===== src/rtl/present_cipher_core_if.sv =====
// Purpose: handshake/data bundle between the key/plaintext source and the PRESENT core.
// Ports: start/key/data_in (and mode with PRESENT_DECRYPT_EN) toward the core;
//        busy/done/data_out back to the requester. master = requester, slave = core.
interface present_cipher_core_if #(
  parameter int KEY_WIDTH = 80
);
  logic                 start;
  logic [KEY_WIDTH-1:0] key;
  logic [63:0]          data_in;
`ifdef PRESENT_DECRYPT_EN
  logic                 mode;
`endif
  logic                 busy;
  logic                 done;
  logic [63:0]          data_out;

`ifdef PRESENT_DECRYPT_EN
  modport master (output start, key, data_in, mode, input busy, done, data_out);
  modport slave  (input start, key, data_in, mode, output busy, done, data_out);
`else
  modport master (output start, key, data_in, input busy, done, data_out);
  modport slave  (input start, key, data_in, output busy, done, data_out);
`endif
endinterface


===== src/rtl/present_cipher_core.sv =====
// Purpose: iterative PRESENT block cipher, one round per clock, round keys derived on the fly.
// Ports: i_clock, i_reset_n (async active-low), io_bus (slave side of present_cipher_core_if).
// Optional decrypt path (mode input, KEYEXP/DEC states) is built only when PRESENT_DECRYPT_EN is defined.
module present_cipher_core #(
  parameter int KEY_WIDTH = 80,
  parameter int ROUNDS    = 31
) (
  input  logic                  i_clock,
  input  logic                  i_reset_n,
  present_cipher_core_if.slave  io_bus
);

  if (KEY_WIDTH != 80 && KEY_WIDTH != 128) begin : g_bad_key_width
    $error("present_cipher_core: KEY_WIDTH must be 80 or 128");
  end
  if (ROUNDS < 1 || ROUNDS > 31) begin : g_bad_rounds
    $error("present_cipher_core: ROUNDS must be in 1..31");
  end

  // Nibble tables, entry n sits at bits [4n+3:4n].
  localparam logic [63:0] SBOX_TAB = 64'h21748FE3DA09B65C;
  // Bit position where the round counter is folded into the key register.
  localparam int          RC_LSB   = (KEY_WIDTH == 128) ? 62 : 15;
  localparam logic [4:0]  RC_LAST  = 5'(ROUNDS);

`ifdef PRESENT_DECRYPT_EN
  localparam logic [63:0] INV_SBOX_TAB = 64'hA970364BD21C8FE5;
  typedef enum logic [2:0] {ST_IDLE, ST_ENC, ST_FINAL, ST_KEYEXP, ST_DEC} state_t;
`else
  typedef enum logic [1:0] {ST_IDLE, ST_ENC, ST_FINAL} state_t;
`endif

  function automatic logic [3:0] sbox(input logic [3:0] x);
    return SBOX_TAB[{x, 2'b00} +: 4];
  endfunction

  function automatic logic [63:0] s_layer(input logic [63:0] x);
    logic [63:0] y;
    y = '0;
    for (int n = 0; n < 16; n++) y[4*n +: 4] = sbox(x[4*n +: 4]);
    return y;
  endfunction

  function automatic logic [63:0] p_layer(input logic [63:0] x);
    logic [63:0] y;
    y = '0;
    for (int i = 0; i < 63; i++) y[(16*i) % 63] = x[i];
    y[63] = x[63];
    return y;
  endfunction

  // One step of the forward key schedule: K_i -> K_(i+1) using counter rc = i.
  function automatic logic [KEY_WIDTH-1:0] key_fwd(input logic [KEY_WIDTH-1:0] k,
                                                   input logic [4:0] rc);
    logic [KEY_WIDTH-1:0] t;
    t = (k << 61) | (k >> (KEY_WIDTH - 61));
    t[KEY_WIDTH-1 -: 4] = sbox(t[KEY_WIDTH-1 -: 4]);
    if (KEY_WIDTH == 128) t[KEY_WIDTH-5 -: 4] = sbox(t[KEY_WIDTH-5 -: 4]);
    t[RC_LSB +: 5] = t[RC_LSB +: 5] ^ rc;
    return t;
  endfunction

`ifdef PRESENT_DECRYPT_EN
  function automatic logic [3:0] inv_sbox(input logic [3:0] x);
    return INV_SBOX_TAB[{x, 2'b00} +: 4];
  endfunction

  function automatic logic [63:0] inv_s_layer(input logic [63:0] x);
    logic [63:0] y;
    y = '0;
    for (int n = 0; n < 16; n++) y[4*n +: 4] = inv_sbox(x[4*n +: 4]);
    return y;
  endfunction

  function automatic logic [63:0] inv_p_layer(input logic [63:0] x);
    logic [63:0] y;
    y = '0;
    for (int i = 0; i < 63; i++) y[i] = x[(16*i) % 63];
    y[63] = x[63];
    return y;
  endfunction

  // Exact inverse of key_fwd: K_(i+1) -> K_i using counter rc = i.
  function automatic logic [KEY_WIDTH-1:0] key_inv(input logic [KEY_WIDTH-1:0] k,
                                                   input logic [4:0] rc);
    logic [KEY_WIDTH-1:0] t;
    t = k;
    t[RC_LSB +: 5] = t[RC_LSB +: 5] ^ rc;
    t[KEY_WIDTH-1 -: 4] = inv_sbox(t[KEY_WIDTH-1 -: 4]);
    if (KEY_WIDTH == 128) t[KEY_WIDTH-5 -: 4] = inv_sbox(t[KEY_WIDTH-5 -: 4]);
    return (t >> 61) | (t << (KEY_WIDTH - 61));
  endfunction
`endif

  state_t               r_state;
  logic [63:0]          r_s;
  logic [KEY_WIDTH-1:0] r_k;
  logic [4:0]           r_rc;
  logic                 r_busy;
  logic                 r_done;
  logic [63:0]          r_data_out;

  logic [63:0]          w_round_key;
  logic [63:0]          w_enc_s;
  logic [KEY_WIDTH-1:0] w_key_fwd;

  assign w_round_key = r_k[KEY_WIDTH-1 -: 64];
  assign w_enc_s     = p_layer(s_layer(r_s ^ w_round_key));
  assign w_key_fwd   = key_fwd(r_k, r_rc);

`ifdef PRESENT_DECRYPT_EN
  logic [63:0]          w_dec_s;
  logic [KEY_WIDTH-1:0] w_key_inv;
  // In DEC, r_k holds K_(rc+1) on entry to each step.
  assign w_dec_s   = inv_s_layer(inv_p_layer(r_s ^ w_round_key));
  assign w_key_inv = key_inv(r_k, r_rc);
`endif

  always_ff @(posedge i_clock or negedge i_reset_n) begin
    if (!i_reset_n) begin
      r_state    <= ST_IDLE;
      r_s        <= '0;
      r_k        <= '0;
      r_rc       <= '0;
      r_busy     <= 1'b0;
      r_done     <= 1'b0;
      r_data_out <= '0;
    end else begin
      r_done <= 1'b0;
      case (r_state)
        ST_IDLE: begin
          if (io_bus.start) begin
            r_s    <= io_bus.data_in;
            r_k    <= io_bus.key;
            r_rc   <= 5'd1;
            r_busy <= 1'b1;
`ifdef PRESENT_DECRYPT_EN
            r_state <= io_bus.mode ? ST_KEYEXP : ST_ENC;
`else
            r_state <= ST_ENC;
`endif
          end
        end
        ST_ENC: begin
          r_s <= w_enc_s;
          r_k <= w_key_fwd;
          if (r_rc == RC_LAST) r_state <= ST_FINAL;
          else                 r_rc    <= r_rc + 5'd1;
        end
`ifdef PRESENT_DECRYPT_EN
        // Run the schedule forward to K_(ROUNDS+1); rc then stays at ROUNDS to count back down.
        ST_KEYEXP: begin
          r_k <= w_key_fwd;
          if (r_rc == RC_LAST) r_state <= ST_DEC;
          else                 r_rc    <= r_rc + 5'd1;
        end
        ST_DEC: begin
          r_s <= w_dec_s;
          r_k <= w_key_inv;
          if (r_rc == 5'd1) r_state <= ST_FINAL;
          else              r_rc    <= r_rc - 5'd1;
        end
`endif
        ST_FINAL: begin
          // Encrypt: r_k = K_(ROUNDS+1); decrypt: r_k = K_1. Same whitening either way.
          r_data_out <= r_s ^ w_round_key;
          r_done     <= 1'b1;
          r_busy     <= 1'b0;
          r_state    <= ST_IDLE;
        end
        default: r_state <= ST_IDLE;
      endcase
    end
  end

  assign io_bus.busy     = r_busy;
  assign io_bus.done     = r_done;
  assign io_bus.data_out = r_data_out;

endmodule


===== src/flat_wrapper.sv =====
// flat-port wrapper written by rule: the top's interface ports become plain ports
module present_cipher_core_flat 
#(
  parameter int KEY_WIDTH = 80,
  parameter int ROUNDS    = 31
)
  (i_clock, i_reset_n, io_bus_start, io_bus_key, io_bus_data_in, io_bus_busy, io_bus_done, io_bus_data_out);
  present_cipher_core_if #(.KEY_WIDTH(KEY_WIDTH)) io_bus_i ();
  input  logic i_clock;
  input  logic i_reset_n;
  input wire logic [$bits(io_bus_i.start)-1:0] io_bus_start;
  input wire logic [$bits(io_bus_i.key)-1:0] io_bus_key;
  input wire logic [$bits(io_bus_i.data_in)-1:0] io_bus_data_in;
  output wire logic [$bits(io_bus_i.busy)-1:0] io_bus_busy;
  output wire logic [$bits(io_bus_i.done)-1:0] io_bus_done;
  output wire logic [$bits(io_bus_i.data_out)-1:0] io_bus_data_out;
  assign io_bus_i.start = io_bus_start;
  assign io_bus_i.key = io_bus_key;
  assign io_bus_i.data_in = io_bus_data_in;
  assign io_bus_busy = io_bus_i.busy;
  assign io_bus_done = io_bus_i.done;
  assign io_bus_data_out = io_bus_i.data_out;
  present_cipher_core #(.KEY_WIDTH(KEY_WIDTH), .ROUNDS(ROUNDS)) u_core (.i_clock(i_clock), .i_reset_n(i_reset_n), .io_bus(io_bus_i));
endmodule

===== config.mk =====
export PLATFORM = sky130hd
export DESIGN_NAME = present_cipher_core_flat
export DESIGN_NICKNAME = d
export VERILOG_FILES = /design/src/rtl/present_cipher_core_if.sv /design/src/rtl/present_cipher_core.sv /design/src/flat_wrapper.sv
export SDC_FILE = /design/constraint.sdc
export NUM_CORES = 1
export LEC_CHECK = 0
export CORE_ASPECT_RATIO = 1.2
export CORE_MARGIN = 2
export CORE_UTILIZATION = 37
export CTS_CLUSTER_DIAMETER = 50
export DETAILED_ROUTE_END_ITERATION = 10
export PLACE_DENSITY = 0.64
export RECOVER_POWER = 25
export SETUP_SLACK_MARGIN = 0.15
export SYNTH_ARGS = -nofsm -noshare
export SYNTH_HDL_FRONTEND = slang
export SYNTH_SLANG_ARGS = --single-unit

===== constraint.sdc =====
create_clock -name i_clock -period 2.2 [get_ports i_clock]
set_input_delay 0.33 -clock i_clock [delete_from_list [all_inputs] [get_ports i_clock]]
set_output_delay 0.33 -clock i_clock [all_outputs]
set_load 0.005 [all_outputs]

After elaboration in Yosys (flattened, before gate mapping)
Cells that the tools add are included.
{"block": "classes", "addsub": 1, "n_eq_ne": 6, "n_shift": 17, "mux": 13, "bitwise": 3, "reduce_logical": 7}
{"op": "$shiftx A64 B7 Y4 const A", "n": 17}
{"op": "$pmux W80 S2", "n": 1}
{"op": "$pmux W64 S2", "n": 1}
{"op": "$mux W80", "n": 1}
{"op": "$or A80 B61 Y80", "n": 1}
{"op": "$mux W64", "n": 1}
{"op": "$xor A64 B64 Y64", "n": 1}
{"op": "$mux W5", "n": 2}
{"op": "$pmux W5 S2", "n": 1}
{"op": "$reduce_and A2 Y1", "n": 3}
{"op": "$add A5 B1 Y5 const B", "n": 1}
{"op": "$eq A5 B5 Y1 const B", "n": 1}
{"op": "$xor A5 B5 Y5", "n": 1}
{"op": "$mux W2", "n": 2}
{"op": "$ne A2 B2 Y1 const B", "n": 2}
{"op": "$pmux W2 S2", "n": 1}
{"op": "$reduce_bool A2 Y1", "n": 2}
{"op": "$reduce_and A3 Y1", "n": 1}
{"op": "$eq A2 B1 Y1 const B", "n": 1}
{"op": "$eq A2 B2 Y1 const B", "n": 1}
{"op": "$logic_not A2 Y1", "n": 1}
{"op": "$mux W1", "n": 2}
{"op": "$ne A2 B1 Y1 const B", "n": 1}
{"op": "$pmux W1 S2", "n": 1}
{"block": "totals", "regBits": 217, "out_inout_bits": 66, "word_cells": 54}

Logic depth before layout (Yosys ltp)
Gate-level depths: netlist of run 1.
{"block": "depth", "word_depth": 3, "ltp_mapped": 7, "depth_no_buf": 7}

Worst setup path after synthesis of run 1
Ideal clock, no wire load.
{"block": "synth_path", "kind": "register -> register", "from": "reg u_core.r_k[29]", "to": "reg u_core.r_s[35]", "setup_time_ns": 0.130, "t_arrival_ns": 1.662, "required_time_ns": 2.070, "path_slack_ns": 0.409, "path_stages_with_launch": 7, "period_less_slack_ns": 1.791, "path_cell_list": "dfrtp_1 xnor2_1 inv_1 ha_1 mux4_2 nor2_1 a31oi_1"}
{"block": "synth_via", "elab_chain_len": 3}
{"element": "from (decl)", "line_no": "present_cipher_core.sv:97", "text": "logic [KEY_WIDTH-1:0] r_k;"}
{"element": "from (signal assigned)", "line_no": "present_cipher_core.sv:134", "text": "r_k <= io_bus.key;"}
{"element": "from (signal assigned)", "line_no": "present_cipher_core.sv:146", "text": "r_k <= w_key_fwd;"}
{"element": "$xor A64 B64 Y64", "line_no": "present_cipher_core.sv:108", "text": "assign w_enc_s = p_layer(s_layer(r_s ^ w_round_key));"}
{"element": "$shiftx A64 B7 Y4", "line_no": "present_cipher_core.sv:34", "text": "return SBOX_TAB[{x, 2'b00} +: 4];"}
{"element": "$pmux W64 S2", "line_no": "present_cipher_core.sv:130", "text": "case (r_state)"}
{"element": "to (signal assigned)", "line_no": "present_cipher_core.sv:133", "text": "r_s <= io_bus.data_in;"}
{"element": "to (signal assigned)", "line_no": "present_cipher_core.sv:145", "text": "r_s <= w_enc_s;"}
{"element": "to (decl)", "line_no": "present_cipher_core.sv:96", "text": "logic [63:0] r_s;"}
Every way passes these cells.
A chain may end at the register's enable or synchronous reset.

Worst setup path after layout of run 1
{"block": "layout_path", "from": "reg u_core.r_k[61]", "to": "reg u_core.r_s[11]"}
The elaborated chain is that of the path after synthesis.

==> results of run 1 <==
==> power by group through the flow <==
stage / logic, W / clock network (W) / registers (W)
after floorplan: 0.0125 / 0 / 0.00707
after global placement: 0.0178 / 0 / 0.00786
after detailed placement: 0.0185 / 0 / 0.00789
after CTS: 0.0187 / 0.00479 / 0.00788
after global routing: 0.0207 / 0.00494 / 0.00819
final: 0.0189 / 0.00472 / 0.00801
==> synthesized netlist by cell type (7+ instances only) <==
library cell / instances / share of area [%]
nand3_1: 9 / 0.36
mux2_2: 15 / 1.3
xnor2_2: 21 / 2.7
o22ai_1: 9 / 0.45
a22oi_1: 7 / 0.42
a31oi_1: 96 / 4.8
inv_1: 66 / 2.0
dfrtp_1: 217 / 43
mux4_2: 21 / 3.7
clkbuf_1: 32 / 0.95
o21ai_0: 103 / 4.1
nand2b_1: 9 / 0.45
xnor2_1: 45 / 3.1
nand3b_1: 27 / 1.6
buf_4: 13 / 0.77
o211ai_1: 11 / 0.65
a21oi_1: 32 / 1.3
mux2i_1: 35 / 2.8
ha_1: 55 / 5.4
xor2_1: 17 / 1.2
nand2_1: 269 / 8.0
nor2_1: 122 / 3.6
a221o_1: 9 / 0.71
a211oi_1: 15 / 0.89
buf_2: 32 / 1.3
nor2b_1: 9 / 0.45
a311oi_1: 7 / 0.49
==> metrics by stage <==
stage,std cells,setup slack (ns)
after global placement,2027,0.07164
after detailed placement,2027,0.05812
after global routing,2077,0.07709
after CTS,2076,0.1524
after floorplan,1350,0.4086
final,2077,0.2147
==> final timing paths <==
| kind | start | endpoint | slack [ns] | cells past startpoint |
|---|---|---|---|---|
| setup / recovery | u_core.r_k[61] | u_core.r_s[11] | 0.21 | 7 |
| hold / removal | io_bus_key[2] | u_core.r_k[2] | 0.34 | 3 |
| setup reg to reg | u_core.r_k[61] | u_core.r_s[11] | 0.21 | 7 |
| hold reg to reg | u_core.io_bus.data_out[8] | u_core.io_bus.data_out[8] | 0.48 | 2 |
| max in group asynchronous | i_reset_n | u_core.io_bus.data_out[0] | 0.37 | 3 |
| min in group asynchronous | i_reset_n | u_core.r_k[29] | 0.72 | 2 |
==> state kept, by name, summed over array words and instances, names as in the netlist <==
name                    count
u_core.r_rc                 5
u_core.io_bus.busy          1
u_core.r_state              2
u_core.io_bus.data_out     64
u_core.io_bus.done          1
u_core.r_s                 64
u_core.r_k                 80
==> cell type report <==
type	instances	area [sq um]
fill	3101	16900
multi-input combinational	987	6735
sequential	217	5435
timing repair buffer	302	2955
clock buffer	35	755.7
tap	456	570.5
inverter	67	251.5
clock inverter	13	188.9
==> worst reg2reg max path, cell delays in order, from the launching register on <==
cell,delay [ns]
dfrtp_1,0.45
xnor2_2,0.25
inv_1,0.13
ha_1,0.31
mux2_2,0.26
mux2i_1,0.23
buf_4,0.18
a21oi_1,0.06
==> cell families (layout without fill, tap and decap cells) <==
logic type / after synthesis / after routing / share of synthesized area [%]
AND/OR/NAND/NOR: 465 / 465 / 15.66
adder cells (fa/ha/maj): 55 / 55 / 5.449
XOR/XNOR: 88 / 88 / 7.916
AO/OA/AOI/OAI: 307 / 307 / 14.92
multiplexers: 72 / 72 / 7.946
flip-flops: 217 / 217 / 43.00
buffers and inverters: 146 / 417 / 5.102
==> routing by layer <==
layer / global-route usage, % / wire length, um / up-vias
li1: - / - / 5177
met1: 29.80 / 17220 / 5427
met2: 38.24 / 19730 / 431
met3: 4.323 / 3085 / 91
met4: 11.86 / 2055 / 0
met5: 0 / 0 / -
==> timing repair <==
action / 4_1_cts / 5_1_grt
pin swaps: 0 / 5
hold buffers: 1 / 0
endpoints found under the hold margin: 51 / 0
setup buffers: 0 / 1
gates resized for setup: 7 / 18
endpoints found under the setup margin: 8 / 20
==> impl_metrics.py, run 1 <==
metrics = {
    "route": {
        "wl_per_cell_um": 20.27,
        "drc": 0,
        "vias": 11130,
        "first_pass_iters": 5,
        "routed_via_density": 5.357,
        "ant_nets": 0,
        "finalWirelength_mm": 42.09,
        "drt_first_iter_violations": 844,
    },
    "die": {
        "die_height_um": 206.4,
        "die_w_um": 172.7,
        "die-area_sq_um": 35630,
        "io_pins": 213,
        "core_sq_um": 33790,
        "start_util_pct": 37.37,
        "fp-row-count": 74,
    },
    "sta": {
        "fin_skew_ns": 0.01814,
        "worst_slew_pin_slew_ns": 1.535,
        "timing.setup.tns_ns": 0,
        "period_share_pct": 90.24,
        "holdWs_ns": 0.3444,
        "finalMaxSlewViolations": 55,
        "setup_viol": 0,
        "rsz0062_at_grt": "false",
        "hold_violations": 0,
        "fin_crit_ns": 1.985,
        "relSlewSlack_pct": -2.364,
        "max_clock_freq_mhz": 503.7,
    },
    "clock_tree": {
        "cts_root_buffer": "clkbuf_16",
        "cts_buffer_depth": 3,
        "clk_pin_slew_worst_paths_ns": 0.06,
        "htree_levels": 1,
        "numCtsBuffers": 27,
        "cts.sinks": 217,
        "cts_tree": "done",
        "insertion_delay_ns": 0.54,
    },
    "place": {
        "dp_hpwl_mm": 32.44,
        "port_buffers": 212,
        "gp_congestion": 0.8676,
        "dpl-instance-area_sq_um": 15780,
    },
    "synth": {
        "avgSynthCellArea_sq_um": 9.354,
        "ys_seq_area_share_pct": 43.00,
        "netlist_area_sq_um": 12630,
        "ys_seq_elements": 217,
        "synth_edf_count": 0,
        "async_reset_ff_share_pct": 100.0,
        "synth.distinct_cells": 51,
        "synthCells": 1350,
        "mappedNetlistNets": 1552,
        "synth_ff_type": "dfrtp_1",
        "yosys_warnings": 0,
    },
    "critical_path": {
        "cpMaxStageDelayCell": "dfrtp_1",
        "crit_fanout": 4,
        "crit_chain": "xnor2_2 -> inv_1 -> ha_1 -> mux2_2 -> mux2i_1 -> buf_4 -> a21oi_1",
        "cpPeakStageDelay_ns": 0.45,
        "crit_family": "multiplexers",
        "cp-start-kind": "flip-flop",
        "end_kind": "flip-flop",
        "crit_type": "flip-flop to flip-flop",
        "critPathBufInv": 2,
        "cp.required_ns": 2.62,
        "arrival_ns": 2.40,
    },
    "final_layout": {
        "syn_to_final_growth_pct": 33.77,
        "fin_area_sq_um": 16890,
        "final_common_cell": "nand2_1",
        "layout-drive-gt1-share_pct": 14.19,
        "final_cell_mix": "nand2_1 (269), dfrtp_1 (213), clkdlybuf4s50_1 (211)",
        "insertedDiodeCount": 0,
        "layout.nets": 1804,
        "utilization_pct": 49.99,
    },
    "power_and_ir_drop": {
        "pwr-share-clk_pct": 14.9,
        "powerDensity_nw_per_um2": 1871,
        "peakVddDrop_uv": 702.4,
        "p_leak_nw": 7.448,
        "p_comb_share_pct": 59.7,
        "power_switching_w": 0.01352,
        "power.total_w": 0.03160,
        "power.share.switching_pct": 42.77,
        "p_int_w": 0.01809,
        "seq_power_share_pct": 25.4,
    },
    "run": {
        "maxCapViolations": 1,
    },
    "global_routing": {
        "grt_pass1_vias": 11010,
        "grt_pass1_wl_mm": 63.64,
        "grt_start_max_net_pins": 75,
        "grt-ovfl-total": 0,
        "antenna_found_initial": 0,
        "grt_usage_pct": 23.37,
    },
    "run_status": {
        "violations": "max-capacitance violations, max-slew violations",
        "status": "finished, violations left",
    },
    "min_path": {
        "hold_class": "input pin to flip-flop",
    },
}
No activity file was read; power rests on OpenSTA's default activity.
==> run 2: changes to the inputs <==
- CORE_ASPECT_RATIO: 1.2 -> 1.5
==> run 2 against run 1 <==
Effect of this change: the run now ends clean; critical path depth down 1; flip-flop and latch count unchanged; setup slack worse by 0.048 ns; combinational power up 4%; die area about the same; non-clock buffer count up 9; register-to-register slack worse by 0.05 ns; critical path type unchanged; largest power group unchanged.
==> impl_metrics.py, run 2 (synthesized netlist as in run 1, its figures left out) <==
metrics = {
    "sta": {
        "period_share_pct": 92.41,
        "fin_skew_ns": 0.01145,
        "setup_viol": 0,
        "fin_crit_ns": 2.033,
        "max_clock_freq_mhz": 491.9,
        "worst_slew_pin_slew_ns": 1.189,
        "finalMaxSlewViolations": 0,
        "hold_violations": 0,
        "rsz0062_at_grt": "true",
        "relSlewSlack_pct": 20.76,
        "timing.setup.tns_ns": 0,
    },
    "route": {
        "vias": 11180,
        "drc": 0,
        "first_pass_iters": 5,
        "ant_nets": 0,
        "wl_per_cell_um": 21.72,
        "finalWirelength_mm": 44.34,
        "routed_via_density": 5.475,
        "drt_first_iter_violations": 878,
    },
    "critical_path": {
        "arrival_ns": 2.44,
        "critPathBufInv": 1,
        "crit_fanout": 3,
        "crit_chain": "xor2_1 -> ha_1 -> mux4_2 -> nor2_1 -> buf_4 -> a31oi_1",
        "cpMaxStageDelayCell": "mux4_2",
        "crit_family": "multiplexers",
        "cp-start-kind": "flip-flop",
        "cpPeakStageDelay_ns": 0.47,
        "cp.required_ns": 2.61,
        "crit_path_start": "u_core.r_k[24]",
        "crit_type": "flip-flop to flip-flop",
        "r2r_start": "u_core.r_k[24]",
        "end_kind": "flip-flop",
    },
    "final_layout": {
        "utilization_pct": 49.88,
        "top_register": "u_core.r_k",
        "syn_to_final_growth_pct": 32.53,
        "final_cell_mix": "nand2_1 (269), dfrtp_1 (215), clkdlybuf4s50_1 (211)",
        "final_common_cell": "nand2_1",
        "layout-drive-gt1-share_pct": 14.06,
        "insertedDiodeCount": 0,
        "layout.nets": 1810,
        "largest_reg_flops": 80,
    },
    "die": {
        "core_sq_um": 33550,
        "start_util_pct": 37.64,
        "die_w_um": 154.8,
        "die_height_um": 230.3,
        "fp-row-count": 82,
        "die-area_sq_um": 35660,
        "io_pins": 213,
    },
    "power_and_ir_drop": {
        "peakVddDrop_uv": 674.4,
        "powerDensity_nw_per_um2": 1909,
        "p_leak_nw": 7.375,
    },
    "clock_tree": {
        "cts_tree": "done",
        "post-cts-setup-buffers": 0,
        "clk_pin_slew_worst_paths_ns": 0.06,
        "cts_root_buffer": "clkbuf_16",
        "htree_levels": 1,
        "numCtsBuffers": 24,
        "cts.sinks": 217,
        "cts_buffer_depth": 3,
        "insertion_delay_ns": 0.54,
    },
    "min_path": {
        "hp-start": "io_bus_key[4]",
        "hold_class": "input pin to flip-flop",
    },
    "place": {
        "dp_hpwl_mm": 34.46,
        "gp_congestion": 0.9088,
        "port_buffers": 212,
    },
    "global_routing": {
        "grt_start_max_net_pins": 81,
        "grt_pass1_vias": 11160,
        "antenna_found_initial": 0,
        "grt-ovfl-total": 0,
        "grt_usage_pct": 24.80,
        "grt_pass1_wl_mm": 66.50,
    },
    "run": {
        "maxCapViolations": 0,
    },
    "run_status": {
        "status": "completed",
    },
}
[run 2: changes by cell type in the layout (fill, tap and decap cells not counted), sizes merged]
cell      previous run  this run
bufinv               4         5
buf                 88        98
clkinv               2         4
clkbuf              37        31
inv                 72        67
clkinvlp             2         1
[run 2: metrics by stage]
| stage | setup WS [ns] | instances | cell area (sq um) | hold slack (ns) | total power, W |
|---|---|---|---|---|---|
| floorplan | 0.4086 | 1350 | 12630 | 0.03441 | 0.01958 |
| global placement | 0.006194 | 2001 | 15800 | 0.2603 | 0.02634 |
| global route | 0.1103 | 2042 | 16740 | 0.3724 | 0.03411 |
| detailed placement | 0.03833 | 2001 | 15800 | 0.2672 | 0.02697 |
| CTS | 0.1694 | 2042 | 16650 | 0.2921 | 0.03148 |
| finish | 0.1669 | 2042 | 16740 | 0.3584 | 0.03194 |
[run 2: worst min-delay path, delay by kind of cell]
family          cells  cell delay (ns)
simple gates        1             0.06
buf+inv             1             0.39
compound gates      1             0.07
[run 2: area by class of cell]
class	instances	area, sq um
clock buffer	30	644.4
timing repair buffer	311	2987
clock inverter	10	181.4
fill	3062	16810
multi-input combinational	987	6714
tap	420	525.5
inverter	67	251.5
sequential	217	5433
[run 2: metal layers]
layer	global-route usage, %	part of all wire, %	vias to the layer above
li1	-	-	5178
met1	31.47	40	5456
met2	40.47	48	441
met3	3.411	6.4	104
met4	14.32	6.3	0
met5	0	0	-
[run 2: repair_timing]
item | CTS | global route
hold endpoints to repair | 39 | 0
pin swaps | 0 | 2
resized for setup | 3 | 20
endpoints found under the setup margin | 3 | 11
hold buffers | 1 | 0
[run 2: path summary, 6_finish.rpt]
kind	end	slack (ns)	cells after the start
max in group asynchronous	u_core.r_k[41]	0.38	3
min	u_core.r_k[4]	0.36	3
min in group asynchronous	u_core.r_k[17]	0.58	2
min reg2reg	u_core.io_bus.data_out[16]	0.47	2
max	u_core.r_s[34]	0.17	6
max reg2reg	u_core.r_s[34]	0.17	6
[run 2: power by group]
part	internal [W]	total [W]	switching [W]
Combinational	0.00967	0.0197	0.0101
Clock	0.00265	0.00433	0.00168
Sequential	0.00578	0.00789	0.00211
==> run 3: changes to the inputs <==
- HOLD_SLACK_MARGIN: unset -> 0.05
- RECOVER_POWER: 25 -> 100
==> run 3 against run 2 <==
Effect of this change: global-route usage unchanged; final cell count unchanged; via count up 1.3%; non-clock buffer count unchanged.
==> impl_metrics.py, run 3 (synthesized netlist as in run 1, its figures left out) <==
metrics = {
    "place": {
        "preCtsSetupSlack_ns": 0.03833,
        "gp_congestion": 0.9088,
        "placed_cells": 2001,
        "port_buffers": 212,
        "dp_hpwl_mm": 34.46,
    },
    "sta": {
        "hold_violations": 0,
        "rsz0062_at_grt": "true",
        "period_share_pct": 94.64,
        "fin_skew_ns": 0.01258,
        "setup_viol": 0,
        "worst_slew_pin_slew_ns": 1.189,
        "finalMaxSlewViolations": 0,
        "timing.setup.tns_ns": 0,
        "relSlewSlack_pct": 20.70,
        "layout_setup_ws_ns": 0.1179,
        "max_clock_freq_mhz": 480.3,
        "fin_crit_ns": 2.082,
    },
    "critical_path": {
        "cp-start-kind": "flip-flop",
        "crit_fanout": 5,
        "crit_type": "flip-flop to flip-flop",
        "r2r_slack_ns": 0.12,
        "arrival_ns": 2.49,
        "crit_path_start": "u_core.r_k[52]",
        "reg2reg_to": "u_core.r_s[9]",
        "cp.required_ns": 2.61,
        "r2r_start": "u_core.r_k[52]",
        "r2r_cells": 8,
        "end_kind": "flip-flop",
        "endpoint": "u_core.r_s[9]",
    },
    "die": {
        "die_height_um": 230.3,
        "start_util_pct": 37.64,
        "io_pins": 213,
        "die_w_um": 154.8,
        "die-area_sq_um": 35660,
        "fp-row-count": 82,
        "core_sq_um": 33550,
    },
    "final_layout": {
        "final_cell_mix": "nand2_1 (269), dfrtp_1 (215), clkdlybuf4s50_1 (144)",
        "layout.nets": 1810,
        "top_register": "u_core.r_k",
        "fillers": 3088,
        "layout-drive-gt1-share_pct": 12.95,
        "final_common_cell": "nand2_1",
        "multiInputGateArea_sq_um": 6634,
        "layout.cells.non_filler": 2042,
        "insertedDiodeCount": 0,
        "utilization_pct": 49.51,
        "largest_reg_flops": 80,
        "syn_to_final_growth_pct": 31.54,
        "seq_area_sq_um": 5433,
    },
    "route": {
        "drt_first_iter_violations": 916,
        "routed_via_density": 5.544,
        "finalWirelength_mm": 44.45,
        "ant_nets": 0,
        "vias": 11320,
        "drc": 0,
        "wl_per_cell_um": 21.77,
        "first_pass_iters": 5,
    },
    "run_status": {
        "status": "completed",
    },
    "run": {
        "maxCapViolations": 0,
    },
    "clock_tree": {
        "numCtsBuffers": 24,
        "cts_root_buffer": "clkbuf_16",
        "cts.sinks": 217,
        "htree_levels": 1,
        "clk_pin_slew_worst_paths_ns": 0.06,
        "insertion_delay_ns": 0.54,
        "cts_tree": "done",
        "cts_buffer_depth": 3,
    },
    "global_routing": {
        "grt-ovfl-total": 0,
        "grt_pass1_vias": 11160,
        "grt_usage_pct": 24.80,
        "grt_start_max_net_pins": 81,
        "grt_pass1_wl_mm": 66.50,
        "antenna_found_initial": 1,
    },
    "power_and_ir_drop": {
        "powerDensity_nw_per_um2": 1894,
        "p_leak_nw": 7.523,
        "peakVddDrop_uv": 671.0,
    },
    "min_path": {
        "hold_class": "input pin to flip-flop",
    },
}
run 3: changes by cell type in the layout (fill, tap and decap cells not counted), sizes merged:
cell and change:
clkbuf +13, dlygate4sd3 +67, buf -13, clkdlybuf4s50 -67
run 3: routing by layer:
metal	track usage, %	vias to the layer above	routed length [um]
met5	0	-	7
met4	14.32	2	2840
met3	3.411	107	3123
met2	40.47	497	21200
met1	31.47	5523	17280
li1	-	5191	-
run 3: worst min path at each step:
| stage | start | to | slack [ns] | cells past startpoint |
|---|---|---|---|---|
| CTS | i_reset_n | u_core.r_k[17] | 0.29 | 2 |
| detailed placement | i_reset_n | u_core.r_k[17] | 0.27 | 1 |
| global route | io_bus_key[8] | u_core.r_k[8] | 0.37 | 3 |
| global placement | i_reset_n | u_core.r_s[32] | 0.26 | 1 |
| finish | io_bus_key[4] | u_core.r_k[4] | 0.36 | 3 |
| floorplan | i_reset_n | u_core.io_bus.busy | 0.03 | 0 |
run 3: power by group:
group / switching (W) / total (W) / leakage, nW / internal [W]
clock network: 0.00169 / 0.00434 / 0.401 / 0.00265
logic: 0.00999 / 0.0193 / 4.53 / 0.00930
registers: 0.00206 / 0.00784 / 2.60 / 0.00578
run 3: area by class of cell:
type	instances	area share (%)
Clock buffer	30	3.879
Clock inverter	10	1.092
Inverter	67	1.514
Multi-Input combinational cell	987	39.94
Sequential cell	217	32.71
Tap cell	420	3.164
Timing Repair Buffer	311	17.71
run 3: per-stage QoR:
stage,cell area [sq um],hold WS (ns),total power [W]
after detailed placement,15800,0.2672,0.02697
after floorplan,12630,0.03441,0.01958
final,16610,0.3608,0.03146
after global routing,16610,0.3724,0.03364
after CTS,16650,0.2921,0.03148
after global placement,15800,0.2603,0.02634
run 3: what timing repair did:
item,4_1_cts,5_1_grt
hold endpoints to repair,39,0
gates resized for setup,3,20
setup buffers,0,0
endpoints found under the setup margin,3,11
hold buffers,1,0
pin swaps,0,2
run 3: critical path, cell delays in order (launching register included):
cell and delay, ns:
dfrtp_1 0.42, xnor2_1 0.17, buf_4 0.17, inv_1 0.10, ha_1 0.31, mux2_2 0.26
mux2i_1 0.16, clkbuf_1 0.24, a21oi_1 0.11
